File: config.mk
export PLATFORM = sky130hd
export DESIGN_NAME = fetch_stage
export DESIGN_NICKNAME = d
export VERILOG_FILES = /design/src/rtl/riscv_pkg.sv /design/src/rtl/fetch_fifo.sv /design/src/rtl/fetch_stage.sv
export SDC_FILE = /design/constraint.sdc
export NUM_CORES = 1
export LEC_CHECK = 0
export ABC_CLOCK_PERIOD_IN_PS = 4400
export BUFFER_PORTS_ARGS = -buffer_cell sky130_fd_sc_hd__clkbuf_2
export CAP_MARGIN = 25
export CORE_MARGIN = 2
export CORE_UTILIZATION = 55
export DETAILED_ROUTE_END_ITERATION = 12
export PLACE_DENSITY = 0.76
export SETUP_SLACK_MARGIN = 0.3
export SLEW_MARGIN = 20
export SYNTH_ARGS = -nofsm -noshare
export SYNTH_HDL_FRONTEND = slang
export SYNTH_HIERARCHICAL = 1
export SYNTH_SLANG_ARGS = --single-unit
export TNS_END_PERCENT = 50
File: constraint.sdc
create_clock -name clk -period 4.4 [get_ports clk]
set_input_delay 0.22 -clock clk [delete_from_list [all_inputs] [get_ports clk]]
set_output_delay 0.22 -clock clk [all_outputs]
set_load 0.1 [all_outputs]
File: src/rtl/riscv_pkg.sv
// riscv_pkg: shared RV32 constants and the fetch FIFO entry type.
package riscv_pkg;
  localparam int XLEN = 32;
  localparam logic [XLEN-1:0] NOP = 32'h0000_0013;
  typedef struct packed {
    logic [XLEN-1:0] data;
    logic [XLEN-1:0] pc;
  } fetch_entry_t;
endpackage

File: src/rtl/fetch_fifo.sv
// fetch_fifo: circular FIFO with synchronous flush and occupancy count.
module fetch_fifo #(
  parameter int WIDTH = 32,
  parameter int DEPTH = 2,
  localparam int AW = $clog2(DEPTH)
) (
  input  logic             clk,
  input  logic             reset,
  input  logic             i_push,
  input  logic [WIDTH-1:0] i_din,
  input  logic             i_pop,
  input  logic             i_flush,
  output logic [WIDTH-1:0] o_dout,
  output logic [AW:0]      o_count
);
  logic [WIDTH-1:0] r_mem [DEPTH];
  logic [AW-1:0] r_wr, r_rd;
  logic [AW:0] r_count;
  always_ff @(posedge clk)
    if (i_push) r_mem[r_wr] <= i_din;
  always_ff @(posedge clk or posedge reset)
    if (reset) begin
      r_wr <= '0;
      r_rd <= '0;
      r_count <= '0;
    end else if (i_flush) begin
      r_rd <= r_wr;
      r_count <= '0;
    end else begin
      r_wr <= r_wr + AW'(i_push);
      r_rd <= r_rd + AW'(i_pop);
      r_count <= r_count + (AW+1)'(i_push) - (AW+1)'(i_pop);
    end
  assign o_dout = r_mem[r_rd];
  assign o_count = r_count;
endmodule

File: src/rtl/fetch_stage.sv
// fetch_stage: credit-based instruction fetch with an in-order address queue
// and discard counting for responses made stale by a flush.
module fetch_stage import riscv_pkg::*; #(
  parameter int DEPTH = 2,
  parameter logic [XLEN-1:0] NOP_INSTR = NOP
) (
  input  logic            clk,
  input  logic            reset,
  input  logic [XLEN-1:0] pc,
  output logic            pc_wen,
  input  logic            flush,
  output logic            imem_req_valid,
  input  logic            imem_req_ready,
  output logic [XLEN-1:0] imem_req_addr,
  input  logic            imem_rsp_valid,
  input  logic [XLEN-1:0] imem_rsp_data,
  output logic            instr_valid,
  output logic [XLEN-1:0] instr,
  output logic [XLEN-1:0] instr_pc,
  input  logic            decode_ready
);
  localparam int CW = $clog2(DEPTH) + 1;
  logic [CW-1:0] w_fifo_cnt, w_aq_cnt, w_credits, r_discard;
  logic [XLEN-1:0] w_rsp_pc;
  fetch_entry_t w_head, w_entry;
  logic w_accept, w_keep, w_pop, w_aq_pop;
  assign w_pop = instr_valid & decode_ready;
  // a head leaving this cycle frees its credit for a same-cycle request
  assign w_credits = w_fifo_cnt + w_aq_cnt - CW'(w_pop);
  assign imem_req_valid = ~reset & ~flush & (w_credits < CW'(DEPTH));
  assign w_accept = imem_req_valid & imem_req_ready;
  assign pc_wen = ~reset & (w_accept | flush);
  assign imem_req_addr = pc;
  assign w_aq_pop = imem_rsp_valid & (w_aq_cnt != '0);
  assign w_keep = w_aq_pop & ~flush & (r_discard == '0);
  assign w_entry = '{data: imem_rsp_data, pc: w_rsp_pc};
  assign instr_valid = w_fifo_cnt != '0;
  assign instr = instr_valid ? w_head.data : NOP_INSTR;
  assign instr_pc = instr_valid ? w_head.pc : '0;
  // every request still in flight after a flush is stale
  always_ff @(posedge clk or posedge reset)
    if (reset) r_discard <= '0;
    else if (flush) r_discard <= w_aq_cnt - CW'(w_aq_pop);
    else if (w_aq_pop && r_discard != '0) r_discard <= r_discard - CW'(1);
  fetch_fifo #(.WIDTH(XLEN), .DEPTH(DEPTH)) u_aq (
    .clk, .reset,
    .i_push(w_accept), .i_din(pc), .i_pop(w_aq_pop), .i_flush(1'b0),
    .o_dout(w_rsp_pc), .o_count(w_aq_cnt)
  );
  fetch_fifo #(.WIDTH($bits(fetch_entry_t)), .DEPTH(DEPTH)) u_iq (
    .clk, .reset,
    .i_push(w_keep), .i_din(w_entry), .i_pop(w_pop), .i_flush(flush),
    .o_dout(w_head), .o_count(w_fifo_cnt)
  );
endmodule

==> impl_metrics.ini <==
[cells_and_area]
instances_no_fill = 901
post-route-util_pct = 69.7
nNetsFinal = 761
layout_commonest_cell = edfxtp_1
fillers = 1002
num_antenna_cells = 0
final_cell_mix = 192 x edfxtp_1, 168 x clkbuf_2, 79 x mux2_4, 65 x dlygate4sd3_1, 62 x and2_1
layout-drive-gt1-share_pct = 43.6
final_area_um2 = 10700
area_growth_pct = 23.1

[timing]
slew_headroom_pct = 31.8
final.min_clock_period_ps = 3270
hold_violations = 0
finalSetupViolCount = 0
rsz0062_at_grt = no
worstMarginPinSlew_ps = 1020
setup_tns_ps = 0
fin_crit_sh_pct = 74.3
skew_ps = 9.07
setup_slack_ps = 1130
timing.fmax_mhz = 306
slew_violations = 0

[detailed_routing]
wl_per_cell_um = 16.3
drtPass1Iterations = 4
vias = 4373
drcViolationCount = 0
routed_wl_um = 14600
drt_iter0_drc = 218
drtAntennaViolNets = 0
vias_per_cell = 4.85

[cts]
root_buffer = clkbuf_16
cts_buffers = 21
post_cts_buffers = 0
clk_latency_ps = 480
h-tree-depth = 1
cts_tree = built
ctsLongestPathBuffers = 3
clock_sinks = 202
clk_pin_slew_ps = 60

[global_routing]
met2_usage_pct = 32.2
grt_usage_pct = 17.1
antenna_found_initial = 0
grt_pass1_vias = 4626
grt_max_degree = 66
grt_util_met1_pct = 19.6
busiest_layer = met2
grt_pass1_wl_um = 22300
grt.overflow.total = 0
grtUsageMet3_pct = 4.17

[die]
die_x_um = 130
dieArea_um2 = 16800
rows = 45
die_h_um = 130
num_io_pins = 169
core_um2 = 15300
start_util_pct = 56.7

[min_path]
min_to = u_iq/o_count[1]
worstHoldStart = flush
whs_path_depth = 2
min_path_type = in -> reg

[placement]
post-place-ws_ps = 1110
place.gp.congestion = 0.780
placed_cells = 803
place_area_um2 = 9450
dp_hpwl_um = 8520
portBuffers = 168

[run]
maxCapViolations = 0

[logic_synthesis]
syn-cell-area_um2 = 8680
avgSynthCellArea_um2 = 18.5
yosys_warnings = 6
ys_ff_latch = 202
yosysUniqueCellTypes = 30
synthCells = 470
seq_area_frac_synth_pct = 69.3

[worst_setup_path]
startpoint_type = register
reg2reg_depth = 7
r2r_slack_ps = 1130
path_class = reg -> reg
crit_arrival_ps = 3380
required_ps = 4510
r2r-end = u_aq/r_mem[1][3]
timing.rr.start = u_iq/o_count[1]
endpoint_kind = register
worst-path-max-fanout = 32

[outcome]
status = completed

[power]
power_density_nw_per_um2 = 672
leakagePower_uw = 0.00436
ir_drop_uv = 376
[Yosys cell counts (all sizes together)]
library cell    n  share of area [%]
edfxtp        192                 66
mux2           96                 16
and2           62                4.5
buf            44                4.5
inv            14               0.61
ha             11                1.6
dfrtp          10                2.9
clkbuf          7               0.30
mux2i           5               0.58
nor2            5               0.22
xnor2           4               0.40
nand2b          3               0.22
nor2b           3               0.30
xnor3           3               0.78
nand2           2              0.087
conb            1              0.043
nor3            1              0.058
nor3b           1              0.087
nor4            1               0.14
o21a            1              0.087
o21ai           1              0.058
o311ai          1               0.10
or2             1              0.072
xor2            1               0.10
[routing by layer]
metal	vias to the layer above	wire, um
met4	0	303
met3	30	980
met5	-	0
li1	2095	-
met1	2098	5820
met2	150	7550
[registers in the layout, summed over array words and instances (netlist names)]
signal        cells
u_iq/r_mem      128
u_aq/r_mem       64
r_discard         2
u_aq/o_count      2
u_iq/o_count      2
u_aq/r_rd         1
u_aq/r_wr         1
u_iq/r_rd         1
u_iq/r_wr         1
[worst max path at each step]
stage / endpoint / startpoint / slack (ps)
final: u_aq/r_mem[1][3] / u_iq/o_count[1] / 1130
after floorplan: imem_req_valid / u_iq/o_count[1] / 410
after global placement: u_aq/r_mem[0][8] / u_iq/o_count[0] / 1250
after CTS: u_aq/r_mem[1][3] / u_iq/o_count[1] / 1100
after detailed placement: u_aq/r_mem[1][7] / u_iq/o_count[1] / 1110
after global routing: u_aq/r_mem[1][28] / u_iq/o_count[1] / 910
[cell type report]
| cell class | instances | area (um2) | area share (%) |
|---|---|---|---|
| sequential | 202 | 6020 | 56.4 |
| multi-input combinational | 206 | 2230 | 20.9 |
| timing repair buffer | 235 | 1530 | 14.3 |
| clock buffer | 26 | 544 | 5.10 |
| tap | 211 | 264 | 2.47 |
| inverter | 14 | 52.6 | 0.492 |
| clock inverter | 7 | 40.0 | 0.375 |
[power breakdown]
part,internal (uW),total [uW],switching (uW)
clock,872,1530,654
combinational,911,3090,2180
sequential,2360,2560,202
total,4140,7180,3040
[logic make-up (layout without fill, tap and decap cells)]
kind of cell	count (synthesis)	count (layout)	synth area share [%]
AO/OA/AOI/OAI	3	3	0.245
XOR/XNOR	8	8	1.28
adder cells (fa/ha/maj)	11	11	1.59
buffers and inverters	65	282	5.43
flip-flops	202	202	69.3
multiplexers	101	101	16.4
other	1	4	0.0432
AND/OR/NAND/NOR	79	79	5.65
[repair_timing]
action / in CTS / in global routing
resized for setup: 0 / 0
hold endpoints to repair: 138 / 0
hold buffers: 65 / 0
[worst max-delay path, cell delays in order, from the launching register on]
cell and delay (ps):
dfrtp_1 410, or2_2 290, and2_1 200, ha_1 320, nor2b_4 120, xnor3_1 350
nor4_2 350, ha_2 830
[metrics by stage]
stage	hold WS, ps	total power (uW)
final	116	7180
after global routing	123	7480
after CTS	94.7	7250
after detailed placement	139	5670
after global placement	138	5600
after floorplan	-30.4	5290
Note: power is estimated with default switching activity, not from simulation.
